File: src/rtl/red_pitaya_dsp_router.sv
// red_pitaya_dsp_router
//   Parametrised signal router and DAC summing stage for the DSP section.
//   - Per consumer d: dst_o[d] = sig_i[input_select[d]] (0 for NONE or any
//     code >= NSIG), registered with one cycle of latency.
//   - Per DAC c: every direct output s whose output_select[s][c] is set is
//     summed in a registered pairwise adder tree, then saturated to W bits.
//     Latency from dir_i to dac_o is L+2 cycles, where L = ceil(log2(NSRC)).
//   - Live and sticky (write-1-to-clear) saturation status on the system bus.
// Optional build macro: DSP_ROUTER_SATCNT_EN adds a 16-bit saturating
//   saturation-cycle counter per DAC at 0x420+4c (any write clears it).
// Ports:
//   clk_i, rstn_i        clock, asynchronous active-low reset
//   sig_i  [NSIG*W]      routable sources, slot k = [k*W +: W]
//   dst_o  [NDST*W]      routed signal per consumer
//   dir_i  [NSRC*W]      direct outputs to be summed
//   dac_o  [NDAC*W]      saturated DAC sums
//   sat_o  [NDAC]        live saturation flag, aligned with dac_o
//   sys_*                system bus (ack/err one cycle after a strobe)
module red_pitaya_dsp_router #(
    parameter int NSIG = 16,
    parameter int LSEL = 5,
    parameter int NDST = 12,
    parameter int NSRC = 10,
    parameter int NDAC = 2,
    parameter int W    = 14
) (
    input  logic                 clk_i,
    input  logic                 rstn_i,
    input  logic [NSIG*W-1:0]    sig_i,
    output logic [NDST*W-1:0]    dst_o,
    input  logic [NSRC*W-1:0]    dir_i,
    output logic [NDAC*W-1:0]    dac_o,
    output logic [NDAC-1:0]      sat_o,
    input  logic [31:0]          sys_addr,
    input  logic [31:0]          sys_wdata,
    input  logic                 sys_wen,
    input  logic                 sys_ren,
    output logic [31:0]          sys_rdata,
    output logic                 sys_ack,
    output logic                 sys_err
);
    localparam int L     = $clog2(NSRC);
    localparam int NLEAF = 2**L;
    localparam int SW    = W + L;   // wide enough that the tree never wraps
    localparam logic [LSEL-1:0]        SEL_NONE = '1;
    localparam logic signed [SW-1:0]   SMAX     = $signed(SW'((2**(W-1)) - 1));
    localparam logic signed [SW-1:0]   SMIN     = ~SMAX;
    localparam logic [31:0]            ID_WORD  = {8'(NSIG), 8'(NDST), 8'(NSRC), 8'(NDAC)};

    logic [LSEL-1:0] in_sel_reg  [NDST];
    logic [NDAC-1:0] out_sel_reg [NSRC];
    logic [NDAC-1:0] sticky_reg;
    logic [W-1:0]    dst_reg     [NDST];
    logic [W-1:0]    sig_arr     [2**LSEL];
    logic [11:0]     off;
    logic            strobe;
    logic            rd_hit;
    logic [31:0]     rd_val;
    logic [NDAC-1:0] sticky_clr;
    logic            unused_bits;

    assign off         = sys_addr[11:0];
    assign strobe      = sys_wen | sys_ren;
    assign unused_bits = ^{sys_addr[31:12], sys_wdata};

    // ---------------- routing ----------------
    // Codes at or above NSIG (including NONE) select a hard zero.
    genvar gi;
    generate
        for (gi = 0; gi < 2**LSEL; gi++) begin : g_src
            if (gi < NSIG) begin : g_used
                assign sig_arr[gi] = sig_i[gi*W +: W];
            end else begin : g_zero
                assign sig_arr[gi] = '0;
            end
        end
        for (gi = 0; gi < NDST; gi++) begin : g_dst
            assign dst_o[gi*W +: W] = dst_reg[gi];
        end
    endgenerate

    always_ff @(posedge clk_i or negedge rstn_i) begin
        if (!rstn_i) begin
            for (int d = 0; d < NDST; d++) dst_reg[d] <= '0;
        end else begin
            for (int d = 0; d < NDST; d++) dst_reg[d] <= sig_arr[in_sel_reg[d]];
        end
    end

    // ---------------- summation ----------------
    // Heap-ordered tree: leaves at NLEAF..2*NLEAF-1, node i sums 2i and 2i+1,
    // root at 1. Every node is a register, so depth is exactly L levels.
    generate
        for (gi = 0; gi < NDAC; gi++) begin : g_dac
            logic signed [SW-1:0] term      [NLEAF];
            logic signed [SW-1:0] node_reg  [1:2*NLEAF-1];
            logic signed [SW-1:0] root;
            logic [W-1:0]         dac_reg;
            logic                 sat_reg;

            always_comb begin
                for (int s = 0; s < NLEAF; s++) term[s] = '0;
                for (int s = 0; s < NSRC; s++)
                    if (out_sel_reg[s][gi]) term[s] = SW'($signed(dir_i[s*W +: W]));
            end

            assign root = node_reg[1];

            always_ff @(posedge clk_i or negedge rstn_i) begin
                if (!rstn_i) begin
                    for (int i = 1; i < 2*NLEAF; i++) node_reg[i] <= '0;
                    dac_reg <= '0;
                    sat_reg <= 1'b0;
                end else begin
                    for (int s = 0; s < NLEAF; s++) node_reg[NLEAF+s] <= term[s];
                    for (int i = 1; i < NLEAF; i++) node_reg[i] <= node_reg[2*i] + node_reg[2*i+1];
                    if (root > SMAX) begin
                        dac_reg <= SMAX[W-1:0];
                        sat_reg <= 1'b1;
                    end else if (root < SMIN) begin
                        dac_reg <= SMIN[W-1:0];
                        sat_reg <= 1'b1;
                    end else begin
                        dac_reg <= root[W-1:0];
                        sat_reg <= 1'b0;
                    end
                end
            end

            assign dac_o[gi*W +: W] = dac_reg;
            assign sat_o[gi]        = sat_reg;
        end
    endgenerate

`ifdef DSP_ROUTER_SATCNT_EN
    logic [15:0] cnt_reg [NDAC];
`endif

    // ---------------- bus decode ----------------
    always_comb begin
        rd_hit = 1'b0;
        rd_val = '0;
        for (int i = 0; i < NDST; i++)
            if (off == 12'(4*i)) begin
                rd_hit = 1'b1;
                rd_val = 32'(in_sel_reg[i]);
            end
        for (int i = 0; i < NSRC; i++)
            if (off == 12'(12'h200 + 4*i)) begin
                rd_hit = 1'b1;
                rd_val = 32'(out_sel_reg[i]);
            end
        if (off == 12'h400) begin
            rd_hit = 1'b1;
            rd_val = 32'(sticky_reg);
        end
        if (off == 12'h404) begin
            rd_hit = 1'b1;
            rd_val = 32'(sat_o);
        end
        if (off == 12'h408) begin
            rd_hit = 1'b1;
            rd_val = ID_WORD;
        end
`ifdef DSP_ROUTER_SATCNT_EN
        for (int i = 0; i < NDAC; i++)
            if (off == 12'(12'h420 + 4*i)) begin
                rd_hit = 1'b1;
                rd_val = 32'(cnt_reg[i]);
            end
`endif
    end

    assign sticky_clr = (sys_wen && off == 12'h400) ? sys_wdata[NDAC-1:0] : '0;

    always_ff @(posedge clk_i or negedge rstn_i) begin
        if (!rstn_i) begin
            for (int i = 0; i < NDST; i++) in_sel_reg[i] <= SEL_NONE;
            for (int i = 0; i < NSRC; i++) out_sel_reg[i] <= '0;
            sticky_reg <= '0;
            sys_ack    <= 1'b0;
            sys_err    <= 1'b0;
            sys_rdata  <= '0;
        end else begin
            // Reads see the pre-write register contents, so a combined
            // read/write strobe returns the old value.
            sys_ack   <= strobe;
            sys_err   <= strobe & ~rd_hit;
            sys_rdata <= (strobe && rd_hit) ? rd_val : 32'd0;
            if (sys_wen) begin
                for (int i = 0; i < NDST; i++)
                    if (off == 12'(4*i)) in_sel_reg[i] <= sys_wdata[LSEL-1:0];
                for (int i = 0; i < NSRC; i++)
                    if (off == 12'(12'h200 + 4*i)) out_sel_reg[i] <= sys_wdata[NDAC-1:0];
            end
            // Set has priority over a simultaneous clear.
            sticky_reg <= (sticky_reg & ~sticky_clr) | sat_o;
        end
    end

`ifdef DSP_ROUTER_SATCNT_EN
    always_ff @(posedge clk_i or negedge rstn_i) begin
        if (!rstn_i) begin
            for (int i = 0; i < NDAC; i++) cnt_reg[i] <= '0;
        end else begin
            for (int i = 0; i < NDAC; i++) begin
                if (sys_wen && off == 12'(12'h420 + 4*i))
                    cnt_reg[i] <= '0;
                else if (sat_o[i] && cnt_reg[i] != 16'hFFFF)
                    cnt_reg[i] <= cnt_reg[i] + 16'd1;
            end
        end
    end
`endif

endmodule

File: config.mk
export PLATFORM = sky130hd
export DESIGN_NAME = red_pitaya_dsp_router
export DESIGN_NICKNAME = d
export VERILOG_FILES = /design/src/rtl/red_pitaya_dsp_router.sv
export SDC_FILE = /design/constraint.sdc
export NUM_CORES = 2
export LEC_CHECK = 0
export CAP_MARGIN = 20
export CORE_MARGIN = 8
export CORE_UTILIZATION = 47
export CTS_BUF_LIST = sky130_fd_sc_hd__clkbuf_4 sky130_fd_sc_hd__clkbuf_8 sky130_fd_sc_hd__clkbuf_16
export CTS_CLUSTER_SIZE = 16
export DETAILED_ROUTE_END_ITERATION = 8
export HOLD_SLACK_MARGIN = 0.02
export PLACE_DENSITY_LB_ADDON = 0.3
export SYNTH_ARGS = -nofsm -noshare
export SYNTH_HDL_FRONTEND = slang
export SYNTH_SLANG_ARGS = --single-unit
File: constraint.sdc
create_clock -name clk_i -period 2.5 [get_ports clk_i]
set_clock_uncertainty 0.05 [all_clocks]
set_input_delay 0.5 -clock clk_i [delete_from_list [all_inputs] [get_ports clk_i]]
set_output_delay 0.5 -clock clk_i [all_outputs]
set_load 0.005 [all_outputs]
==> results.cfg <==
[routing]
ant_nets = 0
drc = 0
dr_total_vias = 47461
vias_per_cell = 6.477
wl_per_cell_um = 30.80
drt_iter0_drc = 6110
dr.pass1.iters = 6
routed_wirelength_um = 225700

[floorplan]
core-area_mm2 = 0.1315
initial_core_util = 0.4731
fp.dieW_um = 379.8
die_area_mm2 = 0.1442
io_pins = 664
rows = 133
fp.dieH_um = 379.8

[clock_tree]
clockRootBuffer = clkbuf_16
cts_tree = yes
htree_levels = 3
cts_buffers = 105
clock_sinks = 964
clock_latency_ps = 730
path_clk_slew_ps = 60
clockBufferDepth = 3

[synth]
synth_edf_count = 0
yosysSeqAreaShare = 0.3890
synth_most_common_cell = dfrtp_1
syn_inst = 4662
synthTopCellsByCount = 904 x dfrtp_1, 842 x mux4_2, 414 x clkbuf_1
synthFlopType = dfrtp_1
syn_area_mm2 = 0.06220
synth_top_area_cell = dfrtp_1
synth_area_leaders = dfrtp_1 36%, mux4_2 30%, ha_1 5.6%
ys.warnings.count = 0
synth_top_area_frac = 0.3637
synth.avg_cell_area_um2 = 13.34
synth-async-reset-ratio = 1.000
synth.distinct_cells = 83
yosys_register_bits = 964

[setup_path]
cp_num_buf_inv = 1
timing.critical_path.to_type = flop
ff2ff_setup_slack_ps = -90
crit_arrival_ps = 3160
start_kind = flop
crit_fanout = 4
rr_worst_depth = 11
worstReg2RegEnd = g_dac[1].node_reg[538]
slowest_delay_ps = 390
crit_required_ps = 3070
crit_top_cell = a21oi_2
cp_slowest_cell = a311o_1
crit_chain = ha_1, inv_1, fa_1, nor2b_1, o31a_1, o211ai_1, a21oi_2, a311o_1, a21o_1, a21oi_2, xnor2_1
critPathKind = flop to flop
reg2reg_from = g_dac[1].node_reg[486]
path_delay_family = compound AO/OA/AOI/OAI gates

[global_routing]
grt-ovfl-total = 0
grt_pass1_vias = 48478
grt_pass1_wl_um = 329400
antenna_found_initial = 50
track_usage = 0.3042
grt_max_degree = 86

[finish]
drive_gt1_frac = 0.3468
fin_util = 0.5975
nets = 6160
nFillCells = 10088
largest_reg_flops = 640
syn_to_final_growth_pct = 26.29

[timing]
setup_violations = 5
drv_slew = 0
hold_viol = 0
rsz0062_at_grt = yes
fmax_mhz = 386.2
worst_slack_ps = -89.21
period_share = 1.036
timing.final.crit_period_ps = 2589
worst_pin_slew_ps = 903.2
slew-limit-headroom = 0.3979

[power_and_ir_drop]
leakagePower_nw = 33.22
max-vdd-ir-drop_mv = 0.5535
p_per_area_mw_per_mm2 = 478.6
power_mw = 37.60

[run_status]
status = finished with violations
violations = setup timing

[place]
numPortBuffers = 594
hpwl_um = 162000
place_congestion = 0.9680

[min_path]
hold_class = input port to asynchronous set/reset pin

[job]
drv_cap = 0
## worst max-delay path by stage
stage / start / to / slack (ps) / cells after the start
after floorplan: in_sel_reg[10] / dst_o[131] / 10 / 6
after global placement: sys_addr[5] / sys_rdata[1] / -420 / 9
after detailed placement: sys_addr[5] / in_sel_reg[39] / -440 / 6
after CTS: g_dac[1].node_reg[486] / g_dac[1].node_reg[538] / -120 / 11
after global routing: g_dac[1].node_reg[486] / g_dac[1].node_reg[538] / -200 / 11
final: g_dac[1].node_reg[486] / g_dac[1].node_reg[538] / -90 / 11
## metal layers
layer,up-vias,track usage,share of wire
li1,19099,-,-
met1,23903,0.3781,0.35
met2,3631,0.4650,0.45
met3,812,0.1120,0.13
met4,16,0.1618,0.066
met5,-,0,0.00047
## power by group
part           internal, mW  switching [mW]  leakage, nW
sequential             15.9           0.159         12.8
clock                  10.2            6.89         1.91
combinational          2.39            2.10         18.5
## layout by cell type (no fill, tap or decap), types with 41 or more instances in the layout
cell             count
diode_2             48
xnor2_1            187
inv_1              118
clkdlybuf4s50_1    593
and2_1             291
dfstp_2             48
dfrtp_1            904
a21o_1              67
o21a_1             111
nor2_1             176
nor3_1              53
mux2_2              87
buf_12              92
nand2_1             75
nand3_1             41
clkbuf_16          106
mux4_2             842
ha_1               261
buf_4              471
o21ai_0             78
a21oi_1            151
nor2b_1            206
## through the flow
stage / area [um2] / hold WS (ps) / cells / setup TNS (ps) / worst slack (ps)
6_report: 78550 / 228.8 / 7328 / -239.8 / -89.21
5_1_grt: 78500 / 249.0 / 7308 / -1356 / -196.0
4_1_cts: 77680 / 224.7 / 7266 / -181.0 / -116.7
3_5_place_dp: 73620 / 284.7 / 7059 / -26410 / -443.0
3_3_place_gp: 73620 / 284.0 / 7059 / -24080 / -417.6
2_1_floorplan: 62310 / 154.4 / 4683 / 0 / 12.40
## final cells by class
class / count / area [um2] / area share
inverter: 124 / 465.4 / 0.005926
multi-input combinational: 3078 / 36260 / 0.4616
tap: 1755 / 2196 / 0.02796
clock buffer: 135 / 2953 / 0.03759
timing repair buffer: 1161 / 11420 / 0.1454
clock inverter: 63 / 894.6 / 0.01139
sequential: 964 / 24240 / 0.3086
antenna: 48 / 120.1 / 0.001529
## cell families (layout without fill, tap and decap cells)
kind of cell	count (synthesis)	after routing	synth area share
AO/OA/AOI/OAI	643	643	0.06904
other	1	70	0.00006029
AND/OR/NAND/NOR	957	957	0.08573
XOR/XNOR	228	228	0.03211
adder cells (fa/ha/maj)	294	294	0.06131
buffers and inverters	641	1483	0.04128
multiplexers	934	934	0.3214
flip-flops	964	964	0.3890
## repair_timing
action | CTS | global route
hold buffers | 1 | 0
buffers inserted | 9 | 17
pin swaps | 32 | 68
resized for setup | 43 | 127
endpoints found under the hold margin | 145 | 0
setup endpoints to repair | 34 | 90
cloned | 0 | 1
## worst reg2reg max path, stage by stage (launching register included)
cell      delay (ps)
dfrtp_1          380
ha_1             200
inv_1             70
fa_1             180
nor2b_1           60
o31a_1           290
o211ai_1         280
a21oi_2          110
a311o_1          390
a21o_1           200
a21oi_2          140
xnor2_1          160
Power figures use the tool's default switching activity.
